<file path="config.mk">
export PLATFORM = sky130hd
export DESIGN_NAME = mmult_result_printer
export DESIGN_NICKNAME = d
export VERILOG_FILES = /design/src/rtl/mmult_result_printer.sv
export SDC_FILE = /design/constraint.sdc
export NUM_CORES = 1
export LEC_CHECK = 0
export ABC_CLOCK_PERIOD_IN_PS = 5650
export BUFFER_PORTS_ARGS = -buffer_cell sky130_fd_sc_hd__clkbuf_2
export CAP_MARGIN = 20
export CORE_UTILIZATION = 45
export DETAILED_ROUTE_END_ITERATION = 12
export PLACE_DENSITY = 0.74
export SYNTH_ARGS = -nofsm -noshare
export SYNTH_HDL_FRONTEND = slang
export SYNTH_SLANG_ARGS = --single-unit
</file>
<file path="constraint.sdc">
create_clock -name clk -period 5.65 [get_ports clk]
set_input_delay 0 -clock clk [delete_from_list [all_inputs] [get_ports clk]]
set_output_delay 0 -clock clk [all_outputs]
set_load 0.005 [all_outputs]
</file>
<file path="src/rtl/mmult_result_printer.sv">
// Streams a captured 3x3 matrix of 18-bit results as ASCII hex text, one byte per
// accepted valid/ready transfer: three rows of "XXXXX<sep>XXXXX<sep>XXXXX" plus end-of-line.
module mmult_result_printer #(
    parameter bit         HEX_UPPER = 1'b1,
    parameter logic [7:0] SEP_CHAR  = 8'h20,
    parameter bit         EOL_CRLF  = 1'b1
) (
    input  logic         clk,
    input  logic         reset_n,
    input  logic         mat_valid,
    input  logic [161:0] C_mat,
    output logic [7:0]   tx_data,
    output logic         tx_valid,
    input  logic         tx_ready,
    output logic         busy,
    output logic         done
);

    typedef enum logic [2:0] {
        ST_IDLE  = 3'd0,
        ST_DIGIT = 3'd1,
        ST_SEP   = 3'd2,
        ST_CR    = 3'd3,
        ST_LF    = 3'd4,
        ST_FIN   = 3'd5
    } state_t;

    state_t         state_q, state_d;
    logic [3:0]     elem_q, elem_d;
    logic [1:0]     col_q, col_d;
    logic [2:0]     digit_q, digit_d;
    logic [161:0]   mat_q, mat_d;
    logic           mv_prev_q;
    logic [7:0]     tx_data_q, tx_data_d;
    logic           tx_valid_q, tx_valid_d;
    logic           busy_q, busy_d;
    logic           done_q, done_d;
    logic           rise_s;
    logic           accept_s;

    function automatic logic [7:0] hex_char(input logic [3:0] nib);
        logic [7:0] r;
        if (nib < 4'd10) begin
            r = 8'h30 + {4'h0, nib};
        end else if (HEX_UPPER) begin
            r = 8'h41 + {4'h0, nib} - 8'd10;
        end else begin
            r = 8'h61 + {4'h0, nib} - 8'd10;
        end
        return r;
    endfunction

    // Element 0 sits at the MSB end of the packed vector.
    function automatic logic [17:0] elem_of(input logic [161:0] m, input logic [3:0] idx);
        logic [17:0] r;
        r = 18'h0;
        for (int i = 0; i < 9; i++) begin
            r = (idx == 4'(i)) ? m[161-18*i -: 18] : r;
        end
        return r;
    endfunction

    function automatic logic [3:0] nibble_of(input logic [17:0] e, input logic [2:0] d);
        logic [19:0] x;
        logic [3:0]  r;
        x = {2'b00, e};
        case (d)
            3'd0:    r = x[19:16];
            3'd1:    r = x[15:12];
            3'd2:    r = x[11:8];
            3'd3:    r = x[7:4];
            3'd4:    r = x[3:0];
            default: r = 4'h0;
        endcase
        return r;
    endfunction

    function automatic logic [7:0] byte_for(input state_t st, input logic [3:0] ei,
                                            input logic [2:0] di, input logic [161:0] m);
        logic [7:0] r;
        case (st)
            ST_DIGIT: r = hex_char(nibble_of(elem_of(m, ei), di));
            ST_SEP:   r = SEP_CHAR;
            ST_CR:    r = 8'h0D;
            ST_LF:    r = 8'h0A;
            default:  r = 8'h00;
        endcase
        return r;
    endfunction

    assign rise_s   = mat_valid && !mv_prev_q;
    assign accept_s = tx_valid_q && tx_ready;

    // Next-state and counter advance; everything moves only on an accepted byte.
    always_comb begin
        state_d = state_q;
        elem_d  = elem_q;
        col_d   = col_q;
        digit_d = digit_q;
        mat_d   = mat_q;
        case (state_q)
            ST_IDLE: begin
                if (rise_s) begin
                    state_d = ST_DIGIT;
                    elem_d  = 4'd0;
                    col_d   = 2'd0;
                    digit_d = 3'd0;
                    mat_d   = C_mat;
                end else begin
                    state_d = ST_IDLE;
                end
            end
            ST_DIGIT: begin
                if (accept_s) begin
                    if (digit_q == 3'd4) begin
                        digit_d = 3'd0;
                        if (col_q == 2'd2) begin
                            state_d = EOL_CRLF ? ST_CR : ST_LF;
                        end else begin
                            state_d = ST_SEP;
                        end
                    end else begin
                        digit_d = digit_q + 3'd1;
                    end
                end else begin
                    state_d = ST_DIGIT;
                end
            end
            ST_SEP: begin
                if (accept_s) begin
                    state_d = ST_DIGIT;
                    elem_d  = elem_q + 4'd1;
                    col_d   = col_q + 2'd1;
                end else begin
                    state_d = ST_SEP;
                end
            end
            ST_CR: begin
                if (accept_s) begin
                    state_d = ST_LF;
                end else begin
                    state_d = ST_CR;
                end
            end
            ST_LF: begin
                if (accept_s) begin
                    if (elem_q == 4'd8) begin
                        state_d = ST_FIN;
                    end else begin
                        state_d = ST_DIGIT;
                        elem_d  = elem_q + 4'd1;
                        col_d   = 2'd0;
                    end
                end else begin
                    state_d = ST_LF;
                end
            end
            ST_FIN: begin
                state_d = ST_IDLE;
            end
            default: begin
                state_d = ST_IDLE;
            end
        endcase
    end

    // Outputs are computed from the next state so they are registered yet show the new byte
    // on the cycle right after capture or acceptance.
    always_comb begin
        tx_data_d  = byte_for(state_d, elem_d, digit_d, mat_d);
        tx_valid_d = (state_d == ST_DIGIT) || (state_d == ST_SEP) ||
                     (state_d == ST_CR) || (state_d == ST_LF);
        busy_d     = tx_valid_d;
        done_d     = (state_d == ST_FIN);
    end

    // State, counters, captured matrix, edge detector and output registers.
    always_ff @(posedge clk or negedge reset_n) begin
        if (!reset_n) begin
            state_q    <= ST_IDLE;
            elem_q     <= 4'd0;
            col_q      <= 2'd0;
            digit_q    <= 3'd0;
            mat_q      <= 162'd0;
            mv_prev_q  <= 1'b0;
            tx_data_q  <= 8'h00;
            tx_valid_q <= 1'b0;
            busy_q     <= 1'b0;
            done_q     <= 1'b0;
        end else begin
            state_q    <= state_d;
            elem_q     <= elem_d;
            col_q      <= col_d;
            digit_q    <= digit_d;
            mat_q      <= mat_d;
            mv_prev_q  <= mat_valid;
            tx_data_q  <= tx_data_d;
            tx_valid_q <= tx_valid_d;
            busy_q     <= busy_d;
            done_q     <= done_d;
        end
    end

    assign tx_data  = tx_data_q;
    assign tx_valid = tx_valid_q;
    assign busy     = busy_q;
    assign done     = done_q;

endmodule
</file>
==> results_dict.tcl <==
set metrics [dict create \
    dpl.hpwl_microns 18800 \
    rsz0062_at_grt "no" \
    antenna_found_initial 2 \
    syn-num-nets 945 \
    relSlewSlack_pct 26.7 \
    synth-seq-area-share_pct 50.2 \
    period_share_pct 85.2 \
    drt_first_pass_iters 5 \
    drive_gt1_share_pct 36.8 \
    routed_wl_microns 29500 \
    critPathMaxFanout 16 \
    critPathSlowestCell "a21oi_1" \
    fillers 1474 \
    ys.flop_type "dfrtp_1" \
    fp-row-count 51 \
    synth_common_cells "dfrtp_1 (184), mux2_2 (161), nor2_1 (44), nand2_1 (33), o21ai_0 (24)" \
    cts_root_buf "clkbuf_16" \
    maxCapViolCount 0 \
    arrival_ns 5.17 \
    clk_pin_slew_ns 0.07 \
    r2r_end "tx_data[2]" \
    grt_max_degree 71 \
    worstMarginPinSlew_ns 1.09 \
    nets 1276 \
    htreeDepth 4 \
    crit_required_ns 6.01 \
    synth_warnings 0 \
    crit_family "compound AO/OA/AOI/OAI gates" \
    crit_type "reg2reg" \
    cts_setup_buffers 0 \
    p_leak_nw 5.72 \
    cts_tree "yes" \
    cts.sinks 184 \
    setup_viol 0 \
    drcViolationCount 0 \
    coreArea_sq_um 19700 \
    async_flop_share_pct 100 \
    r2r_setup_slack_ns 0.83 \
    p_per_area_nw_per_um2 460 \
    ant_nets 0 \
    ir_drop_mv 0.298 \
    clk_latency_ns 0.45 \
    fmax_mhz 208 \
    cp_common_cell "inv_1" \
    fin_ws_ns 0.834 \
    syn_area_sq_um 9180 \
    grt_usage_pct 29.2 \
    cts_buffers 17 \
    status "completed" \
    fin_setup_tns_ns 0 \
    finalHoldViolCount 0 \
    grt_pass1_wl_microns 44400 \
    r2r_cells 15 \
    synth_top_cell_by_area "dfrtp_1" \
    die_area_sq_um 21000 \
    finalMaxSlewViolations 0 \
    synth_cells 773 \
    layout_min_cycle_time_ns 4.82 \
    max_stage_delay_ns 0.86 \
    worstHoldPathType "in2async" \
    cts_resized 0 \
    dp_slack_ns 0.903 \
    die_width_microns 145 \
    via_per_inst 5.73 \
    crit_chain "inv_1 > a41oi_1 > a21o_1 > inv_1 > a21oi_1 > nand3_1 > o2bb2ai_1 > a2111oi_0 > nor4_1 > nand4_1 > inv_1 > ha_1 > inv_1 > or4_1 > a31oi_1" \
    critPathCaptureType "flip-flop" \
    setup.worst_path.start_class "flip-flop" \
    synth.top_cell.area_share_pct 50.2 \
    start_util_pct 46.5 \
    area_growth_pct 36.4 \
    synth_area_per_cell_sq_um 11.9 \
    port-buffer-count 175 \
    rr_startpoint "state_q[0]" \
    ios 177 \
    gr-total-overflow 0 \
    skew_ns 0.0154 \
    gp_congestion 0.959 \
    num_vias 7928 \
    die_h_microns 145 \
    yosysMostFrequentCell "dfrtp_1" \
    synth_seq_cells 184 \
    synth_edf_count 0 \
    postCtsHoldBufs 164 \
    grt_pass1_vias 8067 \
    drtIter0Drc 603 \
    cts_max_path_buffers 2 \
    yosysUniqueCellTypes 83 \
    crit_buf_inv 4 \
    netlist_top_cells_area "dfrtp_1 (50%), mux2_2 (20%), mux2i_1 (2.2%)" \
    detail_route.wl_per_cell_microns 21.3 \
]
## routing by layer
layer / wire, microns / vias to the layer above / track usage (%)
met5: 0 / - / 0
met3: 2320 / 85 / 5.96
met1: 11800 / 3912 / 36.7
met2: 14300 / 394 / 48.3
li1: - / 3537 / -
met4: 1130 / 0 / 13.3
## cell families (layout without fill, tap and decap cells)
kind of cell	count (synthesis)	after routing	synth area share, %
adders and majority gates	6	6	0.818
buffers and inverters	71	415	3.80
muxes	182	182	22.1
DFF	184	184	50.2
other	1	3	0.0409
and+or+nand+nor	161	161	9.07
xor gates and xnor gates	2	2	0.191
AOI/OAI and AO/OA	166	166	13.8
## flip-flops by register name, indices dropped and copies added (netlist names)
name,flops
mat_q,162
tx_data,7
elem_q,4
digit_q,3
state_q,3
col_q,2
busy,1
done,1
mv_prev_q,1
## worst max-delay path by stage
stage | endpoint | slack [ns] | cells past startpoint | start
2_1_floorplan | tx_data[2] | 1.45 | 22 | elem_q[1]
3_3_place_gp | tx_data[2] | 1.06 | 16 | elem_q[1]
3_5_place_dp | tx_data[2] | 0.90 | 16 | elem_q[1]
4_1_cts | tx_data[2] | 0.89 | 16 | elem_q[1]
5_1_grt | tx_data[2] | 0.42 | 15 | state_q[0]
6_report | tx_data[2] | 0.83 | 15 | state_q[0]
## cell usage in the layout, fill, tap and decap left out, drive strengths merged, types with 8 or more instances in the layout
cell type / instances
a21o: 8
a21oi: 21
a221oi: 9
buf: 22
clkbuf: 194
dfrtp: 184
dlygate4sd3: 164
inv: 26
mux2: 162
mux2i: 20
nand2: 33
nand3: 19
nor2: 45
nor3: 17
nor4: 10
o21ai: 27
## metrics by stage
| stage | hold slack, ns | std cells | total power [W] | util (%) | instance area [sq um] |
|---|---|---|---|---|---|
| 6_report | 0.101 | 1384 | 0.00575 | 63.5 | 12500 |
| 5_1_grt | 0.144 | 1384 | 0.00604 | 63.5 | 12500 |
| 4_1_cts | 0.120 | 1382 | 0.00568 | 63.5 | 12500 |
| 3_5_place_dp | 0.0180 | 1186 | 0.00442 | 52.3 | 10300 |
| 3_3_place_gp | 0.0102 | 1186 | 0.00436 | 52.3 | 10300 |
| 2_1_floorplan | -0.296 | 773 | 0.00370 | - | 9180 |
## layout make-up
class                   count  area (sq um)  area share, %
well taps                 265           332           2.65
multi-input cells         518          4230           33.8
clock buffers              20           447           3.57
repair buffers            360          2690           21.5
diodes                      2          5.00         0.0400
clock inverters            12           119          0.950
inverters                  23          88.8          0.710
flip-flops and latches    184          4600           36.8
## power by group
| part | leakage (nW) | internal, W | switching (W) |
|---|---|---|---|
| clock network | 0.273 | 0.000626 | 0.000543 |
| registers | 2.25 | 0.00192 | 0.000197 |
| logic | 3.19 | 0.00110 | 0.00137 |
Power figures use the tool's default switching activity.
